<file path="src/rtl/uart_pkg.sv">
// Shared UART definitions: FSM state encoding, oversample ratio and
// baud-divider helpers used by the receiver and the tick generator.
package uart_pkg;

   localparam int unsigned OVERSAMPLE = 16;

   typedef enum logic [2:0] {
      IDLE   = 3'd0,
      START  = 3'd1,
      DATA   = 3'd2,
      STOP   = 3'd3,
      PARITY = 3'd4
   } uart_state_e;

   // Clocks per oversample tick; integer division truncates.
   function automatic int unsigned tick_div(input int unsigned clk_freq,
                                            input int unsigned baud);
      return clk_freq / (baud * OVERSAMPLE);
   endfunction

   function automatic int unsigned tick_cnt_w(input int unsigned div);
      return (div > 1) ? $clog2(div) : 1;
   endfunction

endpackage

</file>
<file path="src/rtl/uart_baud_tick.sv">
// Oversample tick divider: one-cycle tick every TICK_DIV clocks, with a
// synchronous clear used to phase-align the tick to an event.
module uart_baud_tick
   import uart_pkg::*;
#(
   parameter int unsigned TICK_DIV = 651
) (
   input  logic clk_100m,
   input  logic rst,
   input  logic clr,
   output logic tick
);

   localparam int unsigned CW = tick_cnt_w(TICK_DIV);
   localparam logic [CW-1:0] LAST = CW'(TICK_DIV - 1);

   logic [CW-1:0] cnt;

   always_ff @(posedge clk_100m) begin
      if (rst || clr) begin
         cnt <= '0;
      end else if (cnt == LAST) begin
         cnt <= '0;
      end else begin
         cnt <= cnt + CW'(1);
      end
   end

   assign tick = (cnt == LAST);

endmodule

</file>
<file path="src/rtl/uart_rx.sv">
// 8N1 UART receiver with 16x oversampling and mid-bit sampling.
// Define UART_RX_PARITY_EN to add an even-parity bit between data and stop.
module uart_rx
   import uart_pkg::*;
#(
   parameter int unsigned CLK_FREQ = 100_000_000,
   parameter int unsigned BAUD     = 9600
) (
   input  logic       clk_100m,
   input  logic       rst,
   input  logic       rx,
   output logic [7:0] data_out,
   output logic       data_valid,
   output logic       frame_err,
   output logic       parity_err,
   output logic       rx_busy
);

   localparam int unsigned TICK_DIV = tick_div(CLK_FREQ, BAUD);

   uart_state_e state, state_nxt;

   logic       rx_meta, rx_s, rx_prev;
   logic       tick, tick_clr;
   logic       fall, mid_start, mid_bit;
   logic [3:0] scnt;
   logic [2:0] bit_pos;
   logic [7:0] shift_reg;
   logic       par_bad;

   always_ff @(posedge clk_100m) begin
      if (rst) begin
         rx_meta <= 1'b1;
         rx_s    <= 1'b1;
         rx_prev <= 1'b1;
      end else begin
         rx_meta <= rx;
         rx_s    <= rx_meta;
         rx_prev <= rx_s;
      end
   end

   assign fall      = rx_prev & ~rx_s;
   assign mid_start = tick && (scnt == 4'd7);
   assign mid_bit   = tick && (scnt == 4'd15);

   uart_baud_tick #(
      .TICK_DIV(TICK_DIV)
   ) u_baud_tick (
      .clk_100m(clk_100m),
      .rst     (rst),
      .clr     (tick_clr),
      .tick    (tick)
   );

   always_ff @(posedge clk_100m) begin
      if (rst) begin
         state <= IDLE;
      end else begin
         state <= state_nxt;
      end
   end

   always_comb begin
      state_nxt = state;
      tick_clr  = 1'b0;
      case (state)
         IDLE: begin
            if (fall) begin
               state_nxt = START;
               tick_clr  = 1'b1;
            end
         end
         START: begin
            if (mid_start) state_nxt = rx_s ? IDLE : DATA;
         end
         DATA: begin
`ifdef UART_RX_PARITY_EN
            if (mid_bit && bit_pos == 3'd7) state_nxt = PARITY;
`else
            if (mid_bit && bit_pos == 3'd7) state_nxt = STOP;
`endif
         end
`ifdef UART_RX_PARITY_EN
         PARITY: begin
            if (mid_bit) state_nxt = STOP;
         end
`endif
         STOP: begin
            if (mid_bit) state_nxt = IDLE;
         end
         default: state_nxt = IDLE;
      endcase
   end

`ifdef UART_RX_PARITY_EN
   logic par_bit;
   logic pe_q;

   // Even parity: data bits plus parity bit must XOR to zero.
   assign par_bad    = ^{shift_reg, par_bit};
   assign parity_err = pe_q;

   always_ff @(posedge clk_100m) begin
      if (rst) begin
         par_bit <= 1'b0;
         pe_q    <= 1'b0;
      end else begin
         pe_q <= 1'b0;
         if (state == PARITY && mid_bit) par_bit <= rx_s;
         if (state == STOP && mid_bit)   pe_q    <= par_bad;
      end
   end
`else
   assign par_bad    = 1'b0;
   assign parity_err = 1'b0;
`endif

   always_ff @(posedge clk_100m) begin
      if (rst) begin
         scnt       <= '0;
         bit_pos    <= '0;
         shift_reg  <= '0;
         data_out   <= '0;
         data_valid <= 1'b0;
         frame_err  <= 1'b0;
      end else begin
         data_valid <= 1'b0;
         frame_err  <= 1'b0;
         // Sample count restarts at the start edge and again at mid start bit.
         if (state == IDLE || (state == START && mid_start)) begin
            scnt <= '0;
         end else if (tick) begin
            scnt <= scnt + 4'd1;
         end
         if (state == IDLE) bit_pos <= '0;
         if (state == DATA && mid_bit) begin
            shift_reg[bit_pos] <= rx_s;
            bit_pos            <= bit_pos + 3'd1;
         end
         if (state == STOP && mid_bit) begin
            if (rx_s && !par_bad) begin
               data_out   <= shift_reg;
               data_valid <= 1'b1;
            end
            frame_err <= ~rx_s;
         end
      end
   end

   assign rx_busy = (state != IDLE);

endmodule

</file>
<file path="config.mk">
export PLATFORM = sky130hd
export DESIGN_NAME = uart_rx
export DESIGN_NICKNAME = d
export VERILOG_FILES = /design/src/rtl/uart_pkg.sv /design/src/rtl/uart_baud_tick.sv /design/src/rtl/uart_rx.sv
export SDC_FILE = /design/constraint.sdc
export NUM_CORES = 1
export LEC_CHECK = 0
export ABC_CLOCK_PERIOD_IN_PS = 2100
export BUFFER_PORTS_ARGS = -buffer_cell sky130_fd_sc_hd__buf_2
export CORE_ASPECT_RATIO = 1.2
export CORE_MARGIN = 5
export CORE_UTILIZATION = 45
export CTS_BUF_LIST = sky130_fd_sc_hd__clkbuf_2 sky130_fd_sc_hd__clkbuf_4 sky130_fd_sc_hd__clkbuf_8
export CTS_CLUSTER_SIZE = 30
export DETAILED_ROUTE_END_ITERATION = 8
export GPL_ROUTABILITY_DRIVEN = 1
export PLACE_DENSITY_LB_ADDON = 0.05
export SLEW_MARGIN = 25
export SYNTH_ARGS = -nofsm -noshare
export SYNTH_HDL_FRONTEND = slang
export SYNTH_SLANG_ARGS = --single-unit
export TNS_END_PERCENT = 50
</file>
<file path="constraint.sdc">
create_clock -name clk_100m -period 2.1 [get_ports clk_100m]
set_input_delay 0.315 -clock clk_100m [delete_from_list [all_inputs] [get_ports clk_100m]]
set_output_delay 0.315 -clock clk_100m [all_outputs]
set_load 0.05 [all_outputs]
</file>
==> results.yml <==
worst_hold_path:
  hp-start: "rx"
  hold_path.class: "in2reg"
  holdPathEnd: "rx_meta$_SDFF_PP1_"
  hold_path_depth: 2
critical_path:
  reg2reg_slack_ns: 0.22
  path_cells: "ha_1 > and4bb_2 > nand4_2 > or4b_1 > a31oi_1"
  cpPeakStageDelay_ns: 0.55
  crit_fanout: 6
  r2r-end: "bit_pos[2]$_SDFFE_PP0P_"
  endpoint_kind: "flop"
  required_ns: 2.32
  cp.arrival_ns: 2.09
  r2r-start: "u_baud_tick.cnt[1]$_SDFF_PP0_"
  rr_worst_depth: 5
  crit_path_top_delay_cell: "or4b_1"
  criticalPathCategory: "reg2reg"
  cp_top_family: "simple AND/OR/NAND/NOR gates"
  path_buf_inv: 0
  startpoint_type: "flop"
grt:
  grt_pass1_wl_um: 6260
  antenna_found_initial: 0
  overflow: 0
  grt_pass1_vias: 1407
  grt_use_total_pct: 15.2
  grt_max_degree: 29
floorplanning:
  die_h_um: 78.7
  initial_core_util_pct: 45.6
  io_pins: 15
  core_um2: 3880
  placementRows: 25
  die_x_um: 67.3
  die_area_um2: 5290
yosys:
  synth-async-reset-ratio_pct: 0
  synth.distinct_cells: 34
  ys_ff_latch: 40
  syn_inst: 203
  yosysTopAreaCell: "dfxtp_1"
  synthFlopType: "dfxtp_1"
  yosysSeqAreaShare_pct: 45.2
  synth_edf_count: 0
  syn_area_um2: 1770
  synth_area_leaders: "dfxtp_1, nand3_1, nor2_1"
  syn_nets: 211
  synth.top_cell.area_share_pct: 45.2
  ys_warn_count: 0
  synth_area_per_cell_um2: 8.72
routing:
  dr.pass1.iters: 4
  viasPerCell: 5.35
  postRouteAntennaNets: 0
  wl_per_cell_um: 13.4
  vias: 1449
  drt_iter0_drc: 85
  wl_um: 3640
  route.detailed.drc: 0
timing:
  slew_headroom_pct: 63.7
  fmax_mhz: 533
  fin_tns_setup_ns: 0
  hold_viol: 0
  worst_pin_slew_ns: 0.542
  finalSetupViolations: 0
  period_minus_slack_ns: 1.88
  finClkSkew_ns: 0.00418
  fin_crit_sh_pct: 89.4
  maxSlewViolCount: 0
  rsz0062_at_grt: "false"
power_and_ir_drop:
  share_comb_of_total_power_pct: 3.5
  clock_power_share_pct: 43.0
  internal_power_mw: 1.15
  power_switching_mw: 0.312
  ir_worst_vdd_mv: 0.477
  sequentialPowerShare_pct: 53.5
  leakagePower_nw: 0.744
  swShare_pct: 21.4
  powerDensity_nw_per_um2: 732
cts:
  clock_path_buffers: 2
  cts_buffers: 5
  cts_hold_buf: 0
  cts.sinks: 40
  htreeDepth: 2
  cts_setup_buffers: 0
  root_buffer: "clkbuf_8"
  cts_tree: "built"
  cts_resized: 0
  clk_transition_reported_paths_ns: 0.08
  clock_latency_ns: 0.29
placed_design:
  placed_cells: 263
  hpwl_um: 2590
  io_buffers: 13
  place_congestion: 0.775
run:
  maxCapViolCount: 0
outcome:
  outcome: "completed"
final_layout:
  layout-drive-gt1-share_pct: 14.3
  area.growth.synth_to_final_pct: 12.4
  diodes: 0
  nets: 224
  final_common_cell: "dfxtp_1"
  largest_reg_flops: 10
  layoutNonFillerInstCount: 271
  mostFrequentLayoutCells: "dfxtp_1, nor2_1, nand3_1, o21ai_0, a21oi_1"
worst max path at each step:
| stage | slack (ns) | cells past startpoint | endpoint | start |
|---|---|---|---|---|
| 3_5_place_dp | 0.24 | 5 | bit_pos[2]$_SDFFE_PP0P_ | u_baud_tick.cnt[1]$_SDFF_PP0_ |
| 4_1_cts | 0.23 | 5 | bit_pos[2]$_SDFFE_PP0P_ | u_baud_tick.cnt[1]$_SDFF_PP0_ |
| 2_1_floorplan | 0.43 | 6 | bit_pos[1]$_SDFFE_PP0P_ | u_baud_tick.cnt[0]$_SDFF_PP0_ |
| 5_1_grt | 0.1 | 5 | bit_pos[2]$_SDFFE_PP0P_ | u_baud_tick.cnt[1]$_SDFF_PP0_ |
| 6_report | 0.22 | 5 | bit_pos[2]$_SDFFE_PP0P_ | u_baud_tick.cnt[1]$_SDFF_PP0_ |
| 3_3_place_gp | 0.36 | 6 | bit_pos[2]$_SDFFE_PP0P_ | u_baud_tick.cnt[0]$_SDFF_PP0_ |
cells by family (layout without fill, tap and decap cells):
| group | after synthesis | count (layout) | synth area share [%] |
|---|---|---|---|
| other cells | 1 | 1 | 0.212 |
| simple gates | 89 | 89 | 27.5 |
| mux | 3 | 3 | 1.70 |
| fa+ha+maj | 5 | 5 | 3.53 |
| xor+xnor | 11 | 11 | 5.44 |
| flops | 40 | 40 | 45.2 |
| compound gates | 39 | 39 | 12.9 |
| buf+inv | 15 | 29 | 3.53 |
routing by layer:
layer	GRT usage (%)	share of wire, %
met5	0	0
met1	16.5	42
met3	3.82	3.4
met4	5.68	1.5
met2	27.7	53
synthesized netlist by cell type, types with 2 or more instances:
library cell  number
nor3_1             4
dfxtp_1           40
o21ai_0           15
a21oi_1           15
a31oi_1            4
nand2b_1           3
or4b_1             2
xnor2_1            6
a311oi_1           2
or3_1              7
nand2_1           14
nor2b_1            4
nor2_1            21
clkbuf_1           6
nand3_1           16
buf_2              2
and4_1             2
mux2i_1            3
nand4_1            5
ha_1               5
or2_2              3
inv_1              6
and3_1             3
xor2_1             5
through the flow:
step | hold slack (ns) | power (mW) | util [%] | setup WS, ns | instance area, um2
after global placement | 0.397 | 0.847 | 48.4 | 0.356 | 1880
after detailed placement | 0.402 | 0.849 | 48.4 | 0.239 | 1880
after floorplan | 0.389 | 0.835 | - | 0.428 | 1770
final | 0.205 | 1.46 | 51.3 | 0.222 | 1990
after global routing | 0.196 | 1.52 | 51.3 | 0.0967 | 1990
after CTS | 0.195 | 1.48 | 51.3 | 0.230 | 1990
worst register-to-register path, delay by kind of cell (launching register included):
family | cells | cell delay (ns)
and+or+nand+nor | 3 | 1.04
DFF | 1 | 0.41
AOI/OAI and AO/OA | 1 | 0.18
adders and majority gates | 1 | 0.17
final cells by class:
type	instances	area [um2]
clock buffers	6	76.3
fillers	402	1890
flip-flops and latches	40	801
inverters	6	22.5
multi-input cells	148	907
clock inverters	2	35.0
well taps	54	67.6
repair buffers	15	80.1
power by group through the flow:
stage	Combinational, mW	Sequential, mW	Clock [mW]
2_1_floorplan	0.0436	0.792	0
3_3_place_gp	0.0516	0.796	0
3_5_place_dp	0.0518	0.797	0
4_1_cts	0.0521	0.779	0.648
5_1_grt	0.0570	0.781	0.685
6_report	0.0513	0.779	0.627
Note: power is estimated with default switching activity, not from simulation.
